**src/rtl/csa_stream_pkg.sv**
```systemverilog
// csa_stream_pkg
// Shared defaults and types for the carry-save stream accumulator.
//   W      : operand width
//   ACC_W  : accumulator / result width (integer multiple of W)
//   CNT_W  : beat-count width
//   NCHUNK : number of W-bit chunks resolved after the last beat
//   state_t: accumulator control states
package csa_stream_pkg;

  localparam int W      = 4;
  localparam int ACC_W  = 12;
  localparam int CNT_W  = 8;
  localparam int NCHUNK = ACC_W / W;

  typedef enum logic [1:0] {
    ACCUM   = 2'd0,
    RESOLVE = 2'd1,
    OUTPUT  = 2'd2
  } state_t;

endpackage

```
**src/rtl/csa_chunk_adder.sv**
```systemverilog
// csa_chunk_adder
// W-bit ripple-carry adder built from fulladder cells; resolves one chunk
// of the redundant sum/carry pair per cycle.
//   a_i, b_i : W-bit addends
//   ci_i     : carry in from the previous chunk
//   sum_o    : W-bit sum
//   co_o     : carry out to the next chunk
module csa_chunk_adder #(
  parameter int W = 4
) (
  input  logic [W-1:0] a_i,
  input  logic [W-1:0] b_i,
  input  logic         ci_i,
  output logic [W-1:0] sum_o,
  output logic         co_o
);

  logic [W:0] carry;

  assign carry[0] = ci_i;

  for (genvar i = 0; i < W; i++) begin : g_bit
    fulladder u_fa (
      .a_i  (a_i[i]),
      .b_i  (b_i[i]),
      .c_i  (carry[i]),
      .s_o  (sum_o[i]),
      .co_o (carry[i+1])
    );
  end

  assign co_o = carry[W];

endmodule

```
**src/rtl/fulladder.sv**
```systemverilog
// fulladder
// Single-bit full-adder cell shared by the carry-save layer and the
// chunked carry-propagate adder.
//   a_i, b_i, c_i : addend bits
//   s_o           : sum bit  (a ^ b ^ c)
//   co_o          : carry    (majority of a, b, c)
module fulladder (
  input  logic a_i,
  input  logic b_i,
  input  logic c_i,
  output logic s_o,
  output logic co_o
);

  assign s_o  = a_i ^ b_i ^ c_i;
  assign co_o = (a_i & b_i) | (a_i & c_i) | (b_i & c_i);

endmodule

```
**src/rtl/csa_stream_accumulator.sv**
```systemverilog
// csa_stream_accumulator
// Accepts W-bit operand beats over valid/ready and accumulates them in
// carry-save form (one beat per cycle). After the last beat of a packet the
// redundant pair is resolved to binary one W-bit chunk per cycle, then the
// packet total and beat count are presented on a valid/ready output.
//   clk, rst              : clock, synchronous active-high reset
//   in_valid/in_ready     : operand handshake
//   in_data, in_last      : operand beat and end-of-packet marker
//   out_valid/out_ready   : result handshake
//   out_data              : packet sum mod 2^ACC_W
//   out_count             : beats in packet, saturating
module csa_stream_accumulator #(
  parameter int W     = csa_stream_pkg::W,
  parameter int ACC_W = csa_stream_pkg::ACC_W,
  parameter int CNT_W = csa_stream_pkg::CNT_W
) (
  input  logic             clk,
  input  logic             rst,
  input  logic             in_valid,
  output logic             in_ready,
  input  logic [W-1:0]     in_data,
  input  logic             in_last,
  output logic             out_valid,
  input  logic             out_ready,
  output logic [ACC_W-1:0] out_data,
  output logic [CNT_W-1:0] out_count
);

  import csa_stream_pkg::*;

  localparam int NUM_CHUNK = ACC_W / W;
  localparam int CHUNK_W   = (NUM_CHUNK > 1) ? $clog2(NUM_CHUNK) : 1;
  localparam logic [CHUNK_W-1:0] LAST_CHUNK = CHUNK_W'(NUM_CHUNK - 1);

  state_t             state_q;
  logic [ACC_W-1:0]   s_q, c_q, res_q;
  logic [CNT_W-1:0]   cnt_q;
  logic [CHUNK_W-1:0] chunk_q;
  logic               carry_q;
  logic               in_ready_q, out_valid_q;

  // ---------------------------------------------------------------------
  // Carry-save layer: (s, c, d) -> (s_d, c_d) with s_d + c_d == s + c + d.
  // The carry out of the MSB is dropped, giving the mod 2^ACC_W wrap.
  // ---------------------------------------------------------------------
  logic [ACC_W-1:0] d_ext;
  logic [ACC_W-1:0] s_d, c_d;
  logic [ACC_W-1:0] csa_co;
  logic             unused_csa_msb;

  assign d_ext = ACC_W'(in_data);

  for (genvar i = 0; i < ACC_W; i++) begin : g_csa
    fulladder u_fa (
      .a_i  (s_q[i]),
      .b_i  (c_q[i]),
      .c_i  (d_ext[i]),
      .s_o  (s_d[i]),
      .co_o (csa_co[i])
    );
  end

  assign c_d            = {csa_co[ACC_W-2:0], 1'b0};
  assign unused_csa_msb = csa_co[ACC_W-1];

  // ---------------------------------------------------------------------
  // Chunked carry-propagate resolve
  // ---------------------------------------------------------------------
  logic [W-1:0]     chunk_s, chunk_c, chunk_sum;
  logic             chunk_co;
  logic [ACC_W-1:0] res_d;

  always_comb begin
    chunk_s = '0;
    chunk_c = '0;
    for (int k = 0; k < NUM_CHUNK; k++) begin
      if (chunk_q == CHUNK_W'(k)) begin
        chunk_s = s_q[k*W +: W];
        chunk_c = c_q[k*W +: W];
      end
    end
  end

  csa_chunk_adder #(.W(W)) u_chunk_adder (
    .a_i   (chunk_s),
    .b_i   (chunk_c),
    .ci_i  (carry_q),
    .sum_o (chunk_sum),
    .co_o  (chunk_co)
  );

  always_comb begin
    res_d = res_q;
    for (int k = 0; k < NUM_CHUNK; k++) begin
      if (chunk_q == CHUNK_W'(k)) begin
        res_d[k*W +: W] = chunk_sum;
      end
    end
  end

  // ---------------------------------------------------------------------
  // Control FSM with registered handshake outputs
  // ---------------------------------------------------------------------
  always_ff @(posedge clk) begin
    if (rst) begin
      state_q     <= ACCUM;
      s_q         <= '0;
      c_q         <= '0;
      res_q       <= '0;
      cnt_q       <= '0;
      chunk_q     <= '0;
      carry_q     <= 1'b0;
      in_ready_q  <= 1'b1;
      out_valid_q <= 1'b0;
    end else begin
      case (state_q)
        ACCUM: begin
          if (in_valid && in_ready_q) begin
            s_q <= s_d;
            c_q <= c_d;
            if (cnt_q != '1) begin
              cnt_q <= cnt_q + CNT_W'(1);
            end
            if (in_last) begin
              state_q    <= RESOLVE;
              in_ready_q <= 1'b0;
              chunk_q    <= '0;
              carry_q    <= 1'b0;
            end
          end
        end

        RESOLVE: begin
          res_q   <= res_d;
          carry_q <= chunk_co;
          if (chunk_q == LAST_CHUNK) begin
            // Final carry-out is meaningless past ACC_W; it is simply not used.
            state_q     <= OUTPUT;
            out_valid_q <= 1'b1;
          end else begin
            chunk_q <= chunk_q + CHUNK_W'(1);
          end
        end

        OUTPUT: begin
          if (out_ready) begin
            s_q         <= '0;
            c_q         <= '0;
            cnt_q       <= '0;
            state_q     <= ACCUM;
            out_valid_q <= 1'b0;
            in_ready_q  <= 1'b1;
          end
        end

        default: begin
          state_q     <= ACCUM;
          in_ready_q  <= 1'b1;
          out_valid_q <= 1'b0;
        end
      endcase
    end
  end

  assign in_ready  = in_ready_q;
  assign out_valid = out_valid_q;
  assign out_data  = res_q;
  assign out_count = cnt_q;

endmodule

```
**config.mk**
```make
export PLATFORM = sky130hd
export DESIGN_NAME = csa_stream_accumulator
export DESIGN_NICKNAME = d
export VERILOG_FILES = /design/src/rtl/csa_stream_pkg.sv /design/src/rtl/csa_chunk_adder.sv /design/src/rtl/fulladder.sv /design/src/rtl/csa_stream_accumulator.sv
export SDC_FILE = /design/constraint.sdc
export NUM_CORES = 1
export LEC_CHECK = 0
export CAP_MARGIN = 15
export CORE_MARGIN = 1
export CORE_UTILIZATION = 55
export DETAILED_ROUTE_END_ITERATION = 10
export PLACE_DENSITY_LB_ADDON = 0.05
export SYNTH_ARGS = -nofsm -noshare
export SYNTH_HDL_FRONTEND = slang
export SYNTH_SLANG_ARGS = --single-unit
```
**constraint.sdc**
```tcl
create_clock -name clk -period 4.02 [get_ports clk]
set_input_delay 0.804 -clock clk [delete_from_list [all_inputs] [get_ports clk]]
set_output_delay 0.804 -clock clk [all_outputs]
set_load 0.02 [all_outputs]
```
# After elaboration in Yosys (flattened, before gate mapping)
# Cells that the tools add are included.
[totals] input_bits=9 out_inout_bits=22 ff_bits=51
[op_classes] bitwise_logic=73 reduce_logical=15 mux=32 add_sub_neg=2 n_eq_ne=11
[op_table] op="$pmux 12 s2" count=2
[op_table] op="$mux 12" count=3
[op_table] op="$and 1x1->1" count=31
[op_table] op="$mux 4" count=6
[op_table] op="$mux 8" count=3
[op_table] op="$xor 1x1->1" count=24
[op_table] op="$or 1x1->1" count=16
[op_table] op="$pmux 8 s2" count=1
[op_table] op="$reduce_and 4->1" count=4
[op_table] op="$mux 2" count=7
[op_table] op="$ne 2x2->1 const B" count=6
[op_table] op="$reduce_and 3->1" count=3
[op_table] op="$add 8x1->8 const B" count=1
[op_table] op="$ne 8x8->1 const B" count=1
[op_table] op="$pmux 1 s3" count=2
[op_table] op="$pmux 2 s3" count=1
[op_table] op="$reduce_and 2->1" count=3
[op_table] op="$mux 1" count=5
[op_table] op="$eq 2x1->1 const B" count=2
[op_table] op="$eq 2x2->1 const B" count=2
[op_table] op="$logic_not 2->1" count=2
[op_table] op="$pmux 2 s2" count=1
[op_table] op="$reduce_bool 2->1" count=2
[op_table] op="$add 2x1->2 const B" count=1
[op_table] op="other kinds (3)" count=4

# Longest topological paths before layout
# Gate-level depths: netlist of the first run.
[depth] word_depth=17 depth_mapped=13 ltp_nobuf=12

# Modules after synthesis
# A second synthesis of the first run with hierarchy kept.
[unflattened] hier_cells=288 hier_area_um2=2496.1
[by_module_without_submodules] mod="csa_stream_accumulator" seq_area_each_um2=1001.0 n_inst=1 cells_each=272 area_each_um2=2175.8
[by_module_without_submodules] mod="fulladder" seq_area_each_um2=0.0 n_inst=16 cells_each=1 area_each_um2=20.0

# Worst setup path after synthesis of the first run
# No wires, ideal clock.
[synth_path] path_kind="reg2reg" start="reg chunk_q[0]" end="reg res_q[7] (netlist: out_data[7])" n_path_buf=2 synth_period_minus_slack_ns=2.972 slack_ns=1.048 path_stages_with_launch=13 arrival_time_ns=2.901 path_cell_list="dfxtp_1 > inv_1 > ha_1 > clkbuf_1 > buf_1 > a21oi_1 > fa_1 > inv_1 > fa_1 > fa_1 > fa_1 > nand3_1 > a21oi_1"
[synth_via] elab_chain_cells=14 elab_cells_between_ends=27
[synth_lines] element="start, declared" line_no="csa_stream_accumulator.sv:38" rtl="logic [CHUNK_W-1:0] chunk_q;"
[synth_lines] element="start signal, assigned" line_no="csa_stream_accumulator.sv:141" rtl="chunk_q <= chunk_q + CHUNK_W'(1);"
[synth_lines] element="$logic_not 2->1" line_no="csa_stream_accumulator.sv:77" rtl="if (chunk_q == CHUNK_W'(k)) begin"
[synth_lines] element="$mux 4 (3 in a row)" line_no="csa_stream_accumulator.sv:77"
[synth_lines] element="$and 1x1->1" line_no="fulladder.sv:16" rtl="assign co_o = (a_i & b_i) | (a_i & c_i) | (b_i & c_i);"
[synth_lines] element="$or 1x1->1 (2 in a row)" line_no="fulladder.sv:16"
[synth_lines] element="$and 1x1->1" line_no="fulladder.sv:16"
[synth_lines] element="$or 1x1->1 (2 in a row)" line_no="fulladder.sv:16"
[synth_lines] element="$and 1x1->1" line_no="fulladder.sv:16"
[synth_lines] element="$or 1x1->1 (2 in a row)" line_no="fulladder.sv:16"
[synth_lines] element="$xor 1x1->1 (*)" line_no="fulladder.sv:15" rtl="assign s_o = a_i ^ b_i ^ c_i;"
[synth_lines] element="net u_chunk_adder.g_bit[3].u_fa.s_o" line_no="fulladder.sv:11" rtl="output logic s_o,"
[synth_lines] element="end signal, assigned" line_no="csa_stream_accumulator.sv:134" rtl="res_q <= res_d;"
[synth_lines] element="end, declared" line_no="csa_stream_accumulator.sv:36" rtl="logic [ACC_W-1:0] s_q, c_q, res_q;"
# Mark *: on every way through the listed nets, which the timed path passes. The rest lies on a longest branch.
# A chain may end at the register's enable or synchronous reset.

# Worst setup path after layout of the first run
# Same ends and word-level chain as after synthesis.

==> results of run 1 <==
-- flip-flops by register name (all words and copies together) (netlist names) --
register   cells
chunk_q        2
carry_q        1
out_valid      1
in_ready       1
state_q        2
s_q           12
out_count      8
out_data      12
c_q           11
-- power by group --
| group | internal (mW) | switching (mW) |
|---|---|---|
| sequential | 0.506 | 0.0116 |
| clock | 0.186 | 0.167 |
| combinational | 0.0516 | 0.0723 |
-- layer usage --
layer  wire length [microns]  up-vias  share of wire [%]
li1                        -     1038                  -
met1                    2380      917                 49
met2                    2280       35                 47
met3                     171        7                3.5
met4                      61        0                1.2
met5                       0        -                  0
-- area by class of cell --
class                           count  area share (%)
Multi-Input combinational cell    208            46.1
Sequential cell                    50            34.8
Timing Repair Buffer               35            12.5
Clock buffer                        6            2.53
Tap cell                           50            2.18
Clock inverter                      2            1.31
Inverter                            5           0.653
-- logic make-up (layout without fill, tap and decap cells) --
logic type                 Yosys count  count (layout)  share of synthesized area (%)
and+or+nand+nor                    110             110                           21.0
muxes                                1               1                          0.412
buffers and inverters               25              48                           4.42
DFF                                 50              50                           41.2
AOI/OAI and AO/OA                   77              77                           20.7
adders and majority gates           19              19                           11.9
xor gates and xnor gates             1               1                          0.360
-- final timing paths --
check | cells after the start | end | startpoint
worst max-delay path | 11 | out_data[7] | chunk_q[0]
worst min-delay path | 2 | out_data[9] | out_data[9]
worst max register to register | 11 | out_data[7] | chunk_q[0]
worst min register to register | 2 | out_data[9] | out_data[9]
-- cell usage in the layout (no fill, tap or decap), types with 4 or more instances in the layout --
master	Yosys	routed
a21oi_1	29	29
a22oi_1	24	24
buf_4	1	4
clkbuf_8	0	5
clkdlybuf4s50_1	0	30
dfxtp_1	50	50
fa_1	7	7
ha_1	12	12
inv_1	5	5
nand2_1	34	34
nand3_1	9	9
nor2_1	40	40
nor2b_1	4	4
o21ai_0	11	11
or3_1	4	4
-- worst max-delay path: cells and delay by family (launching register included) --
family / cells / cell delay [ps]
adders and majority gates: 5 / 2070
DFF: 1 / 360
AOI/OAI and AO/OA: 2 / 340
and+or+nand+nor: 2 / 200
buffers and inverters: 2 / 140
-- through the flow --
step | cell area, sq um | hold WS, ps
6_report | 2870 | 458
5_1_grt | 2870 | 479
4_1_cts | 2850 | 460
3_5_place_dp | 2740 | 446
3_3_place_gp | 2740 | 441
2_1_floorplan | 2430 | 477
-- cell usage after synthesis (all sizes together) (5+ instances only) --
| master | instances | share of area [%] |
|---|---|---|
| nand2 | 34 | 5.2 |
| o21ai | 11 | 2.3 |
| a22oi | 24 | 7.4 |
| ha | 12 | 6.2 |
| nor2 | 40 | 6.2 |
| dfxtp | 50 | 41 |
| fa | 7 | 5.8 |
| nand3 | 9 | 1.9 |
| a21oi | 29 | 6.0 |
| buf | 5 | 1.3 |
| clkbuf | 15 | 2.3 |
| inv | 5 | 0.77 |
==> results by group, run 1 <==
Finish
  • Post-route insts no fill: 356
  • Ant diodes: 0
  • Nets: 333
  • Multi-input gate area: 1320 sq um
  • Post-route core utilization: 69.8%
  • Share of cells above drive strength 1: 5.23%
  • Layout area overhead: 18.2%
  • Reg area: 1000 sq um
  • Fillers: 349

Critical path
  • Critical path's largest stage delay: 550 ps
  • Worst-path cell with the longest stage delay: ha_1
  • CP Data Arrival Time: 3420 ps
  • Most common cell type on the critical path: fa_1
  • Critical Path Sink Type: flop
  • Critical Path Fanout Max: 22
  • CP Class: flop to flop
  • Critical Path, Cell by Cell: inv_1, ha_1, nor2_1, a21oi_1, fa_1, inv_1, fa_1, fa_1, fa_1, nand3_1, a21oi_1
  • Internal reg-to-reg setup slack: 850 ps
  • CP startpoint kind: flop
  • Worst EP required: 4270 ps

STA
  • Count of pins over their slew limit: 0
  • Worst setup margin: 847 ps
  • Final period util: 78.9%
  • Setup Skew: 7.39 ps
  • Final setup TNS: 0 ps
  • Post-route minimum period: 3170 ps
  • RSZ-0062 raised after global routing: false
  • Max Clock Freq: 315 MHz
  • Headroom to the max-slew limit: 37.3%
  • Final hold vios: 0
  • Slew @ Worst Pin: 939 ps
  • Final setup violating endpoints: 0

Logic synthesis
  • Cells after synthesis: 283
  • Synth Register Bits: 50
  • Number of synthesized flops with an enable pin: 0
  • Ys async rst share: 0%
  • Post-synthesis sequential area ratio: 41.2%
  • Mapped Area: 2430 sq um
  • Synth Warn #: 0
  • Syn nets: 311
  • Main synth FF type: dfxtp_1
  • Average size of a mapped cell: 8.59 sq um
  • Post-synth cell types: 40

Drt
  • Routed Wire Length: 4890 microns
  • Via density: 5.61
  • TritonRoute pass-1 iters: 4
  • DRC violations left: 0
  • Vias: 1,997
  • Routed WL per cell: 13.7 microns
  • Post-route antenna net violation count: 0
  • Initial drt markers: 168

CTS
  • Post-CTS setup buffers: 0
  • CTS Buf Count: 5
  • CTS tree: done
  • Clock sink count: 50
  • H-tree depth: 2
  • Clk buf depth: 2
  • Post-CTS Hold Buffers: 0
  • Clk root buf: clkbuf_8
  • Clk pin slew, worst setup/hold paths: 90 ps
  • Clock Latency Late Sink: 310 ps
  • Post-CTS resize count: 0

Global route
  • Initial antenna violation count: 0
  • GRT met3 Usage: 5.10%
  • First-pass GRT wire length: 8110 microns
  • Largest net degree at the start of global routing: 34
  • Gr busiest metal: met2
  • Grt ovf: 0
  • Gr usage total: 23.3%
  • Met1 usage: 31.0%
  • Number of global-route vias before repair: 1,785
  • Routing usage on met2: 37.3%

Run
  • MaxCap Viol Count: 0

Power and ir drop
  • Max rail drop VDD: 227 uV
  • PD cells: 346 nW/um^2
  • Pleak: 1.05 nW
  • Total power: 994 uW

Floorplan
  • Core Rows: 23
  • Die area: 4690 sq um
  • Die height: 68.5 microns
  • Starting Density: 59.1%
  • Die Wd: 68.5 microns
  • # IOs: 31
  • Core ar.: 4120 sq um

Outcome
  • Status: finished clean

Worst hold path
  • HP Class: flop to flop

Placement
  • Cell total after placement: 347
  • PortBufs: 30
  • HPWL Detailed: 3370 microns
  • Final GP Congestion: 0.751
  • Dpl ws: 881 ps
(Power assumes the default switching activity.)
==> run 2: changes to the inputs <==
==> constraint.sdc (replaced) <==
create_clock -name clk -period 3.1 [get_ports clk]
set_input_delay 0.62 -clock clk [delete_from_list [all_inputs] [get_ports clk]]
set_output_delay 0.62 -clock clk [all_outputs]
set_load 0.02 [all_outputs]
==> results by group, run 2 (same netlist as run 1, synthesis figures left out) <==
Power and ir drop
  • Pleak: 1.07 nW
  • Total power: 1.22 mW
  • Sequential share of power: 55.0%
  • PD cells: 424 nW/um^2
  • Clock network power share: 31.5%
  • Int Pwr: 906 uW
  • Comb power frac: 13.5%
  • Max rail drop VDD: 228 uV
  • Sw power: 315 uW
  • Sw Share: 25.8%

Global route
  • Gr usage total: 23.5%
  • Routing usage on met2: 38.1%
  • First-pass GRT wire length: 8220 microns
  • Met1 usage: 31.5%
  • Grt ovf: 0
  • GRT met3 Usage: 4.93%
  • Number of global-route vias before repair: 1,778
  • Largest net degree at the start of global routing: 29
  • Initial antenna violation count: 0
  • Gr busiest metal: met2

STA
  • Final setup violating endpoints: 0
  • Hold WS: 456 ps
  • RSZ-0062 raised after global routing: false
  • Max Clock Freq: 347 MHz
  • Final period util: 92.9%
  • Worst setup margin: 220 ps
  • Final hold vios: 0
  • Count of pins over their slew limit: 0
  • Post-route minimum period: 2880 ps
  • Headroom to the max-slew limit: 64.7%
  • Slew @ Worst Pin: 527 ps
  • Final setup TNS: 0 ps
  • Setup Skew: 6.39 ps

Finish
  • Multi-input gate area: 1330 sq um
  • Layout area overhead: 18.5%
  • Reg area: 1000 sq um
  • Nets: 338
  • Leading cell type in the layout, fill and taps excluded: dfxtp_1
  • Share of cells above drive strength 1: 8.04%
  • Post-route cell area: 2880 sq um
  • Ant diodes: 0
  • Post-route insts no fill: 361
  • Commonest non-fill, non-tap cells in the layout: dfxtp_1 (49), nor2_1 (40), nand2_1 (34)
  • Post-route core utilization: 70.1%
  • Fillers: 347

Drt
  • Routed Wire Length: 4950 microns
  • DRC violations left: 0
  • Vias: 2,023
  • Via density: 5.60
  • Initial drt markers: 111
  • TritonRoute pass-1 iters: 4
  • Post-route antenna net violation count: 0
  • Routed WL per cell: 13.7 microns

Critical path
  • Critical Path Fanout Max: 9
  • CP startpoint kind: flop
  • CP Data Arrival Time: 3110 ps
  • Worst EP required: 3330 ps
  • Critical register-to-register path startpoint: chunk_q[1]
  • CP Class: flop to flop
  • Critical Path Sink Type: flop
  • Critical path startpoint: chunk_q[1]

Placement
  • Final GP Congestion: 0.821
  • PortBufs: 30
  • Dpl ws: 97.5 ps
  • HPWL Detailed: 3590 microns
  • DP Area: 2780 sq um
  • Cell total after placement: 353

Run
  • MaxCap Viol Count: 0

CTS
  • Clk root buf: clkbuf_8
  • Clock sink count: 50
  • Clk pin slew, worst setup/hold paths: 90 ps
  • Clock Latency Late Sink: 300 ps
  • H-tree depth: 2
  • Post-CTS setup buffers: 0
  • CTS Buf Count: 5
  • CTS tree: done
  • Clk buf depth: 2

Floorplan
  • Die height: 68.5 microns
  • Core Rows: 23
  • Starting Density: 59.1%
  • Die area: 4690 sq um
  • # IOs: 31
  • Core ar.: 4120 sq um
  • Die Wd: 68.5 microns

Worst hold path
  • HP Class: flop to flop
  • Hold wc startpoint: out_data[2]

Outcome
  • Status: finished clean
-- run 2: cell count changes in the layout (fill, tap and decap cells not counted) --
cell | before | now
clkinv_2 | 0 | 1
clkbuf_8 | 5 | 6
dfxtp_1 | 50 | 49
dfxtp_2 | 0 | 1
buf_4 | 4 | 10
a21oi_2 | 0 | 1
ha_2 | 0 | 2
ha_1 | 12 | 10
clkinvlp_4 | 1 | 0
bufinv_16 | 1 | 0
buf_16 | 1 | 0
a21oi_1 | 29 | 28
-- run 2: final timing paths --
check / to / slack, ps / depth (start not counted)
worst max-delay path: out_data[7] / 220 / 12
worst min-delay path: out_data[2] / 460 / 2
worst max register to register: out_data[7] / 220 / 12
worst min register to register: out_data[2] / 460 / 2
-- run 2: critical path, stage by stage, from the launching register on --
cell	delay [ps]
dfxtp_1	320
inv_1	90
ha_2	270
nand3b_1	140
a21oi_1	80
a21oi_2	140
fa_1	180
inv_1	50
fa_1	370
fa_1	400
fa_1	540
nand3_1	80
a21oi_1	140
-- run 2: per-layer routing --
metal | share of wire (%) | vias to the layer above | wire (microns)
li1 | - | 1046 | -
met4 | 1.0 | 0 | 50
met5 | 0 | - | 0
met2 | 48 | 36 | 2370
met3 | 3.0 | 4 | 147
met1 | 48 | 937 | 2380
-- run 2: power groups by stage --
stage / clock network, mW / registers [mW] / logic [mW]
2_1_floorplan: 0 / 0.689 / 0.105
3_3_place_gp: 0 / 0.686 / 0.161
3_5_place_dp: 0 / 0.686 / 0.162
4_1_cts: 0.400 / 0.671 / 0.163
5_1_grt: 0.421 / 0.674 / 0.184
6_report: 0.385 / 0.672 / 0.165
-- run 2: what timing repair did --
| item | in CTS | in global routing |
|---|---|---|
| setup endpoints to repair | 0 | 4 |
| resized for setup | 0 | 4 |
| hold buffers | 0 | 0 |
-- run 2: area by class of cell --
cell class              count  area share, %
clock buffers               7           2.99
clock inverters             1          0.174
inverters                   5          0.651
multi-input cells         208           46.2
flip-flops and latches     50           34.8
well taps                  50           2.17
repair buffers             40           13.0
==> run 3: changes to the inputs <==
--- a/config.mk
+++ b/config.mk
@@ -9,6 +9,7 @@
 export CORE_MARGIN = 1
 export CORE_UTILIZATION = 55
 export DETAILED_ROUTE_END_ITERATION = 10
+export MAX_ROUTING_LAYER = met4
 export PLACE_DENSITY_LB_ADDON = 0.05
 export SYNTH_ARGS = -nofsm -noshare
 export SYNTH_HDL_FRONTEND = slang
==> results by group, run 3 (same netlist as run 1, synthesis figures left out) <==
STA
  • Post-route minimum period: 2890 ps
  • Final period util: 93.3%
  • Final setup violating endpoints: 0
  • Final setup TNS: 0 ps
  • Max Clock Freq: 346 MHz
  • RSZ-0062 raised after global routing: false
  • Final hold vios: 0
  • Headroom to the max-slew limit: 40.7%
  • Hold WS: 457 ps
  • Count of pins over their slew limit: 0
  • Slew @ Worst Pin: 886 ps
  • Setup Skew: 4.68 ps

Run
  • MaxCap Viol Count: 0

Drt
  • TritonRoute pass-1 iters: 4
  • Via density: 5.65
  • DRC violations left: 0
  • Vias: 2,030
  • Initial drt markers: 85
  • Routed WL per cell: 13.7 microns
  • Post-route antenna net violation count: 0
  • Routed Wire Length: 4920 microns

CTS
  • CTS Buf Count: 5
  • Clk root buf: clkbuf_8
  • Clock sink count: 50
  • Clock Latency Late Sink: 300 ps
  • Clk pin slew, worst setup/hold paths: 90 ps
  • CTS tree: done
  • Clk buf depth: 2
  • H-tree depth: 2
  • Post-CTS Hold Buffers: 0

Finish
  • Commonest non-fill, non-tap cells in the layout: dfxtp_1 (49), nor2_1 (40), nand2_1 (34)
  • Post-route insts no fill: 359
  • Share of cells above drive strength 1: 7.77%
  • Layout area overhead: 18.2%
  • Nets: 337
  • Leading cell type in the layout, fill and taps excluded: dfxtp_1
  • Ant diodes: 0

Worst hold path
  • HP Class: flop to flop

Floorplan
  • Die area: 4690 sq um
  • Die Wd: 68.5 microns
  • Die height: 68.5 microns
  • Core Rows: 23
  • # IOs: 31
  • Starting Density: 59.1%
  • Core ar.: 4120 sq um

Critical path
  • Critical Path Fanout Max: 9
  • CP startpoint kind: flop
  • Critical Path Sink Type: flop
  • CP Class: flop to flop
  • Worst EP required: 3310 ps
  • CP Data Arrival Time: 3110 ps

Power and ir drop
  • Pleak: 1.06 nW
  • Total power: 1.19 mW
  • Sw power: 314 uW
  • Sw Share: 26.3%
  • Clock network power share: 29.8%
  • Int Pwr: 879 uW
  • Comb power frac: 13.9%
  • Sequential share of power: 56.3%
  • Max rail drop VDD: 290 uV
  • PD cells: 415 nW/um^2

Placement
  • Final GP Congestion: 0.802
  • Cell total after placement: 352
  • PortBufs: 30
  • HPWL Detailed: 3570 microns

Global route
  • Grt ovf: 0
  • Gr usage total: 23.4%
  • First-pass GRT wire length: 7880 microns
  • Initial antenna violation count: 0
  • Largest net degree at the start of global routing: 25
  • Number of global-route vias before repair: 1,781

Outcome
  • Status: finished clean
[run 3: cell count changes in the layout (fill, tap and decap cells not counted), sizes merged]
cell,change
clkbuf,-2
buf,-1
clkinv,+1
[run 3: per-stage QoR]
stage | setup WS [ps] | util, % | cell area [sq um]
after global placement | 231 | 67.7 | 2790
final | 208 | 69.9 | 2880
after floorplan | 128 | - | 2430
after detailed placement | 127 | 67.7 | 2790
after global routing | 27.9 | 69.9 | 2880
after CTS | 81.3 | 69.6 | 2870
[run 3: worst max-delay path: stages, from the launching register on]
cell and delay (ps):
dfxtp_2 350, inv_1 90, ha_1 330, nor2_1 90, a21oi_1 180, fa_1 200, inv_1 50, fa_1 380
fa_1 400, fa_1 560, nand2_1 60, a21oi_1 120
[run 3: repair_timing]
| action | CTS | global route |
|---|---|---|
| endpoints found under the hold margin | 0 | 0 |
| setup endpoints to repair | 0 | 4 |
| gates resized for setup | 0 | 4 |
| setup buffers | 0 | 0 |
[run 3: worst paths after layout]
check                      end  depth (start not counted)  slack (ps)   startpoint
setup reg to reg  out_data[11]                         11         210   chunk_q[0]
setup / recovery  out_data[11]                         11         210   chunk_q[0]
hold reg to reg    out_data[2]                          2         460  out_data[2]
hold / removal     out_data[2]                          2         460  out_data[2]
[run 3: layer usage]
layer	global-route usage (%)	vias to the layer above	wire, microns
li1	-	1038	-
met1	29.7	942	2400
met2	35.8	39	2270
met3	3.95	11	150
met4	12.0	0	97
met5	-	-	0
[run 3: power by group through the flow]
| stage | Clock (mW) | Sequential [mW] | Combinational (mW) |
|---|---|---|---|
| 6_report | 0.356 | 0.672 | 0.165 |
| 5_1_grt | 0.389 | 0.674 | 0.184 |
| 4_1_cts | 0.364 | 0.671 | 0.164 |
| 3_5_place_dp | 0 | 0.686 | 0.164 |
| 3_3_place_gp | 0 | 0.686 | 0.162 |
| 2_1_floorplan | 0 | 0.689 | 0.105 |
[run 3: area by class of cell]
| cell class | count | area (sq um) |
|---|---|---|
| fillers | 381 | 1240 |
| repair buffers | 39 | 380 |
| inverters | 5 | 18.8 |
| clock inverters | 2 | 10.0 |
| clock buffers | 5 | 68.8 |
| flip-flops and latches | 50 | 1000 |
| well taps | 50 | 62.6 |
| multi-input cells | 208 | 1330 |
